<file path="config.mk">
export PLATFORM = sky130hd
export DESIGN_NAME = prefetch_fifo_pixel_unpacker
export DESIGN_NICKNAME = d
export VERILOG_FILES = /design/src/rtl/prefetch_unpack_pkg.sv /design/src/rtl/prefetch_unpack_slice_mux.sv /design/src/rtl/prefetch_fifo_pixel_unpacker.sv
export SDC_FILE = /design/constraint.sdc
export NUM_CORES = 1
export LEC_CHECK = 0
export ABC_CLOCK_PERIOD_IN_PS = 3850
export CAP_MARGIN = 20
export CORE_UTILIZATION = 49
export CTS_CLUSTER_DIAMETER = 200
export DETAILED_ROUTE_END_ITERATION = 8
export PLACE_DENSITY = 0.84
export RECOVER_POWER = 50
export SLEW_MARGIN = 25
export SYNTH_ARGS = -nofsm -noshare
export SYNTH_HDL_FRONTEND = slang
export SYNTH_SLANG_ARGS = --single-unit
</file>
<file path="constraint.sdc">
create_clock -name rd_clk -period 3.85 [get_ports rd_clk]
set_input_delay 0.77 -clock rd_clk [delete_from_list [all_inputs] [get_ports rd_clk]]
set_output_delay 0.77 -clock rd_clk [all_outputs]
set_load 0.01 [all_outputs]
</file>
<file path="src/rtl/prefetch_unpack_pkg.sv">
// Shared constants and helpers for the prefetch FIFO pixel unpacker.
// Default word/pixel widths, the default fill pixel, and the slice-pointer sizing helpers.
package prefetch_unpack_pkg;

    localparam int             DATA_W_DEF   = 32;
    localparam int             PIX_W_DEF    = 16;
    localparam logic [15:0]    FILL_PIX_DEF = 16'h0000;
    localparam int             UF_CNT_W     = 16;

    function automatic int clog2(input int value);
        int res;
        int v;
        res = 0;
        v   = value - 1;
        while (v > 0) begin
            res = res + 1;
            v   = v >> 1;
        end
        return res;
    endfunction

    function automatic int ratio_of(input int data_w, input int pix_w);
        return data_w / pix_w;
    endfunction

    // A single-slice word still gets a 1-bit pointer so the port never collapses to zero width.
    function automatic int sel_w_of(input int ratio);
        return (ratio > 1) ? clog2(ratio) : 1;
    endfunction

endpackage

</file>
<file path="src/rtl/prefetch_unpack_slice_mux.sv">
// Picks pixel slice 'sel' out of the held FIFO word; slice 0 is the LSB end.
module prefetch_unpack_slice_mux
    import prefetch_unpack_pkg::*;
#(
    parameter int DATA_W = DATA_W_DEF,
    parameter int PIX_W  = PIX_W_DEF,
    parameter int SEL_W  = sel_w_of(ratio_of(DATA_W_DEF, PIX_W_DEF))
) (
    input  logic [DATA_W-1:0] word_i,
    input  logic [SEL_W-1:0]  sel_i,
    output logic [PIX_W-1:0]  pix_o
);

    assign pix_o = word_i[int'(sel_i) * PIX_W +: PIX_W];

endmodule

</file>
<file path="src/rtl/prefetch_fifo_pixel_unpacker.sv">
// Read-side consumer of the show-ahead prefetch FIFO: pops words, serves one pixel per pix_req
// one cycle later, and substitutes FILL_PIX with an underflow pulse when no word is held.
// Optional saturating underflow counter enabled by `define PREFETCH_UNPACK_UFCNT_EN.
module prefetch_fifo_pixel_unpacker
    import prefetch_unpack_pkg::*;
#(
    parameter int               DATA_W   = DATA_W_DEF,
    parameter int               PIX_W    = PIX_W_DEF,
    parameter logic [PIX_W-1:0] FILL_PIX = PIX_W'(FILL_PIX_DEF)
) (
    input  logic                rd_clk,
    input  logic                rd_rst,
    input  logic [DATA_W-1:0]   fifo_rd_data,
    input  logic                fifo_rd_vld,
    output logic                fifo_rd_en,
    input  logic                frame_start,
    input  logic                pix_req,
    output logic [PIX_W-1:0]    pix_data,
    output logic                pix_vld,
    output logic                underflow,
    output logic [UF_CNT_W-1:0] uf_cnt
);

    localparam int RATIO = ratio_of(DATA_W, PIX_W);
    localparam int SEL_W = sel_w_of(RATIO);
    localparam logic [SEL_W-1:0] SEL_LAST = SEL_W'(RATIO - 1);

    logic [DATA_W-1:0] word_q, word_d;
    logic              word_vld_q, word_vld_d;
    logic [SEL_W-1:0]  sel_q, sel_d;
    logic [PIX_W-1:0]  pix_data_q, pix_data_d;
    logic              pix_vld_q, pix_vld_d;
    logic              uf_q, uf_d;

    logic [PIX_W-1:0]  slice;
    logic              flush, held, last, consume, pop;

    prefetch_unpack_slice_mux #(
        .DATA_W (DATA_W),
        .PIX_W  (PIX_W),
        .SEL_W  (SEL_W)
    ) u_slice_mux (
        .word_i (word_q),
        .sel_i  (sel_q),
        .pix_o  (slice)
    );

    // Fetch control and next-state: a started word is dropped on frame_start before the request
    // is served, and a word popped this cycle only becomes usable from the next request.
    always_comb begin
        flush   = frame_start & (sel_q != '0);
        held    = word_vld_q & ~flush;
        last    = (sel_q == SEL_LAST);
        consume = pix_req & held & last;
        pop     = ~rd_rst & fifo_rd_vld & (~word_vld_q | consume | flush);

        word_d     = word_q;
        word_vld_d = word_vld_q;
        sel_d      = sel_q;
        pix_data_d = pix_data_q;
        pix_vld_d  = 1'b0;
        uf_d       = 1'b0;

        if (flush) begin
            word_vld_d = 1'b0;
            sel_d      = '0;
        end

        if (pix_req) begin
            pix_vld_d = 1'b1;
            if (held) begin
                pix_data_d = slice;
                if (last) begin
                    sel_d      = '0;
                    word_vld_d = 1'b0;
                end else begin
                    sel_d = sel_q + 1'b1;
                end
            end else begin
                pix_data_d = FILL_PIX;
                uf_d       = 1'b1;
            end
        end

        if (pop) begin
            word_d     = fifo_rd_data;
            word_vld_d = 1'b1;
            sel_d      = '0;
        end
    end

    // Word register, slice pointer and registered pixel outputs.
    always_ff @(posedge rd_clk or posedge rd_rst) begin
        if (rd_rst) begin
            word_q     <= '0;
            word_vld_q <= 1'b0;
            sel_q      <= '0;
            pix_data_q <= '0;
            pix_vld_q  <= 1'b0;
            uf_q       <= 1'b0;
        end else begin
            word_q     <= word_d;
            word_vld_q <= word_vld_d;
            sel_q      <= sel_d;
            pix_data_q <= pix_data_d;
            pix_vld_q  <= pix_vld_d;
            uf_q       <= uf_d;
        end
    end

    assign fifo_rd_en = pop;
    assign pix_data   = pix_data_q;
    assign pix_vld    = pix_vld_q;
    assign underflow  = uf_q;

`ifdef PREFETCH_UNPACK_UFCNT_EN
    logic [UF_CNT_W-1:0] uf_cnt_q, uf_cnt_d;

    // Per-frame underflow count; an underflow in the frame_start cycle belongs to the new frame.
    always_comb begin
        uf_cnt_d = uf_cnt_q;
        if (frame_start) begin
            uf_cnt_d = {{(UF_CNT_W-1){1'b0}}, uf_d};
        end else if (uf_d && (uf_cnt_q != {UF_CNT_W{1'b1}})) begin
            uf_cnt_d = uf_cnt_q + 1'b1;
        end
    end

    // Underflow counter register.
    always_ff @(posedge rd_clk or posedge rd_rst) begin
        if (rd_rst) begin
            uf_cnt_q <= '0;
        end else begin
            uf_cnt_q <= uf_cnt_d;
        end
    end

    assign uf_cnt = uf_cnt_q;
`else
    assign uf_cnt = '0;
`endif

endmodule
</file>
## Word level (Yosys, flattened, before mapping)

Cells that the tools add are included.

- Add/sub/neg operators: 1
- Shifts and indexed selects: 1
- Mux-type cells: 14
- Bitwise operators: 11

Operator list:

| kind | count |
|---|---|
| $shiftx A32 B6 Y16 | 1 |
| $mux W16 | 1 |
| $mux W1 | 13 |
| $and A1 B1 Y1 | 6 |
| $not A1 Y1 | 3 |
| $or A1 B1 Y1 | 2 |
| $add A1 B1 Y1 const B | 1 |

- Bits in registers: 52
- Input bits: 37
- Output and inout bits: 35
- Logic and storage cells: 33

## Logic depth before layout (Yosys ltp)

- Depth after elaboration: 9
- Gate-level depth with buffers: 5
- Depth with buffers taken out: 3

## Hierarchy

A second synthesis with hierarchy kept.

- Cell total of the unflattened synthesis: 154
- Area, all modules: 2302.2 µm²

Modules (own cells, without submodules):

| module | times used | cells each | area an instance (µm²) | seq. area each (µm²) |
|---|---|---|---|---|
| prefetch_fifo_pixel_unpacker | 1 | 136 | 2053.2 | 1301.2 |
| prefetch_unpack_slice_mux | 1 | 18 | 249.0 | 0.0 |

## Worst setup path after synthesis

No wires, ideal clock.

- Kind: input-to-output
- From: input port pix_req
- To: output port fifo_rd_en
- Arrival time: 1.440 ns
- Data required time: 3.080 ns
- Setup slack: 1.640 ns
- Cell stages on the path: 4
- Buffers on the path: 2
- Cells stage by stage: buf_2 > o21ai_4 > a21oi_4 > buf_6

- Cells in the longest elaborated chain, start to end: 5

RTL lines:

| what | RTL line | source |
|---|---|---|
| from (decl) | prefetch_fifo_pixel_unpacker.sv:17 | `input logic pix_req,` |
| $and A1 B1 Y1 (2 in series) | prefetch_fifo_pixel_unpacker.sv:54 | `consume = pix_req & held & last;` |
| $or A1 B1 Y1 (2 in series) | prefetch_fifo_pixel_unpacker.sv:55 | `pop = ~rd_rst & fifo_rd_vld & (~word_vld_q \| consume \| flush);` |
| $and A1 B1 Y1 | prefetch_fifo_pixel_unpacker.sv:55 |  |
| to (decl) | prefetch_fifo_pixel_unpacker.sv:15 | `output logic fifo_rd_en,` |

No other way between the ends.

## Worst setup path after layout

- From: input port rd_rst
- To: output port fifo_rd_en

- Cells in the longest elaborated chain, start to end: 3

RTL lines:

| what | RTL line | source |
|---|---|---|
| from (decl) | prefetch_fifo_pixel_unpacker.sv:12 | `input logic rd_rst,` |
| $not A1 Y1 | prefetch_fifo_pixel_unpacker.sv:55 |  |
| $and A1 B1 Y1 (2 in series) | prefetch_fifo_pixel_unpacker.sv:55 |  |

No other way between the ends.

==> run_results.csv <==
group,metric,value,unit
clock_network,cts_resized,0,
drt,routedWlPerCell,13.89,um
flow_run,drv_cap,1,
die,design.core.area,4354,um2
layout,final_cell_mix,"dfrtp_1, clkdlybuf4s50_1, mux2_2",
clock_network,cts.sinks,52,
die,num_rows,24,
drt,num_vias,1412,
die,start_util,50.98,%
clock_network,cts_tree,"yes",
clock_network,clk-insertion-delay-late,0.30,ns
global_route,grt_pass1_vias,1506,
global_route,grt_overflow_total,0,
die,ioPinCount,72,
placed_design,placedCellCount,272,
worst_setup_path,reg2reg_to,"word_q[7]$_DFFE_PP0P_",
yosys,ys_seq_area_share,58.62,%
yosys,ys_types,22,
clock_network,h-tree-depth,2,
yosys,ys_ff_latch,52,
layout,stdcell_count,280,
sta,maxSlewViolCount,53,
sta,post-route-min-period,3.044,ns
clock_network,path_clk_slew,0.09,ns
clock_network,cts_hold_buf,0,
drt,ant_nets,0,
global_route,grt_pass1_wl,6969,um
drt,vias_per_cell,5.043,
power,seq_power_share,49.0,%
power,ir_drop,0.3336,mV
global_route,grt_antenna_before_repair,0,
worst_setup_path,end_kind,"output pin",
worst_setup_path,crit_type,"in -> out",
global_route,grtUsageTotal,18.28,%
yosys,syn_inst,174,
drt,dr.pass1.iters,4,
drt,drc_errors,0,
layout,layout_commonest_cell,"dfrtp_1",
sta,setup_tns,0,ns
layout,nets,264,
sta,hold_viol_final,0,
clock_network,root_buffer,"clkbuf_8",
worst_setup_path,r2r-start,"last$_DFF_PP0_",
die,die_area,4803,um2
drt,drtIter0Drc,65,
sta,fin_crit_sh,79.07,%
sta,rsz0062_at_grt,"no",
hold_path,hp-class,"reg -> reg",
outcome,status,"finished, violations left",
layout,diodes,0,
sta,worst_pin_slew,2.251,ns
drt,wirelength,3889,um
power,power_density,677.8,nW/um2
worst_setup_path,crit_fanout,2,
layout,fillers,346,
power,power_switching,576.3,uW
yosys,syn-cell-area,2220,um2
power,pwr-share-clk,16.6,%
hold_path,min_to,"word_q[15]$_DFFE_PP0P_",
sta,skew,0.004698,ns
worst_setup_path,worstPathRequired,3.08,ns
placed_design,dp_hpwl,2575,um
layout,area_growth,26.61,%
yosys,yosysWarningCount,0,
worst_setup_path,r2r_setup_slack,2.17,ns
die,die_height,69.31,um
power,p_int,1.328,mW
hold_path,min_delay_path_depth,1,
placed_design,place.gp.congestion,0.6731,
worst_setup_path,cp.arrival,2.27,ns
hold_path,min-delay-start,"word_q[15]$_DFFE_PP0P_",
power,netSwitchingFraction,30.26,%
global_route,grt_max_degree,53,
die,fp.dieW,69.31,um
sta,setup_viol,0,
power,combPwrFrac,34.4,%
worst_setup_path,cp-start-kind,"input port",
sta,relSlewSlack,-50.86,%
clock_network,cts_setup_buffers,0,
clock_network,cts_buffer_depth,2,
worst_setup_path,r2r_cells,4,
yosys,avgSynthCellArea,12.76,um2
sta,timing.fmax,0.3285,GHz
layout,drive_above_1_share,19.30,%
power,leakagePower,1.175,nW
outcome,violations,"max-capacitance violations, max-slew violations",
clock_network,cts_made_buffers,5,
placed_design,io_buffers,55,
-- worst max-delay path, cell delays in order --
cell	delay, ns
dlygate4sd3_1	0.56
nand2b_1	0.21
a21oi_4	0.17
clkdlybuf4s50_1	0.56
-- layer usage --
layer	GRT usage (%)	part of all wire (%)	vias up
met5	0	0	-
met1	24.21	47	680
li1	-	-	676
met3	5.378	5.8	6
met2	29.56	47	50
met4	4.762	0.85	0
-- cells in the mapped netlist (all sizes together) --
library cell | count | area share [%]
a22oi | 16 | 5.4
a21oi | 18 | 4.6
conb | 1 | 0.17
and3b | 1 | 0.39
mux2 | 32 | 16
inv | 1 | 0.17
a21boi | 1 | 0.34
nand3b | 1 | 0.34
buf | 22 | 7.8
nand2b | 1 | 0.28
or2 | 1 | 0.28
dfrtp | 52 | 59
clkbuf | 5 | 0.96
nor2b | 1 | 0.28
nor2 | 16 | 2.7
o21ai | 1 | 0.73
nand2 | 4 | 0.68
-- metrics by stage --
step	setup slack [ns]	hold WS, ns	cell area, um2	power (mW)	utilization, %
after global placement	0.9082	0.4691	2719	1.583	62.44
final	0.8056	0.4975	2810	1.905	64.54
after floorplan	1.640	0.4585	2276	1.367	-
after CTS	0.8784	0.5032	2815	1.939	64.66
after detailed placement	0.8860	0.4810	2721	1.616	62.50
after global routing	0.7519	0.5218	2810	2.038	64.54
-- worst max path at each step --
| stage | from | to | cells past startpoint |
|---|---|---|---|
| after floorplan | pix_req | fifo_rd_en | 4 |
| after global placement | frame_start | fifo_rd_en | 4 |
| after detailed placement | rd_rst | fifo_rd_en | 4 |
| after CTS | rd_rst | fifo_rd_en | 4 |
| after global routing | rd_rst | fifo_rd_en | 4 |
| final | rd_rst | fifo_rd_en | 4 |
-- cells by family after synthesis --
family / count (synthesis) / share of synthesized area, %
and+or+nand+nor: 25 / 4.961
AOI/OAI and AO/OA: 36 / 11.05
other: 1 / 0.1689
buffers and inverters: 28 / 8.962
DFF: 52 / 58.62
muxes: 32 / 16.23
-- area by class of cell --
class,instances,area [um2],share of cell area [%]
Inverter,1,5.005,0.1781
Tap cell,52,65.06,2.315
Clock inverter,1,7.507,0.2671
Timing Repair Buffer,58,569.3,20.26
Sequential cell,52,1301,46.30
Clock buffer,7,86.33,3.072
Multi-Input combinational cell,109,775.7,27.60
-- state kept, by name, indices dropped and copies added, names as in the netlist --
name,cells
word_q,32
last,1
word_vld_q,1
underflow,1
pix_data,16
pix_vld,1
-- power by group through the flow --
stage               registers [mW]  clock network (mW)  logic [mW]
floorplan                    0.943                   0       0.423
global placement             0.933                   0       0.650
detailed placement           0.944                   0       0.672
CTS                          0.934               0.332       0.673
global route                 0.970               0.349       0.720
finish                       0.933               0.317       0.655
No activity file was read; power rests on OpenSTA's default activity.
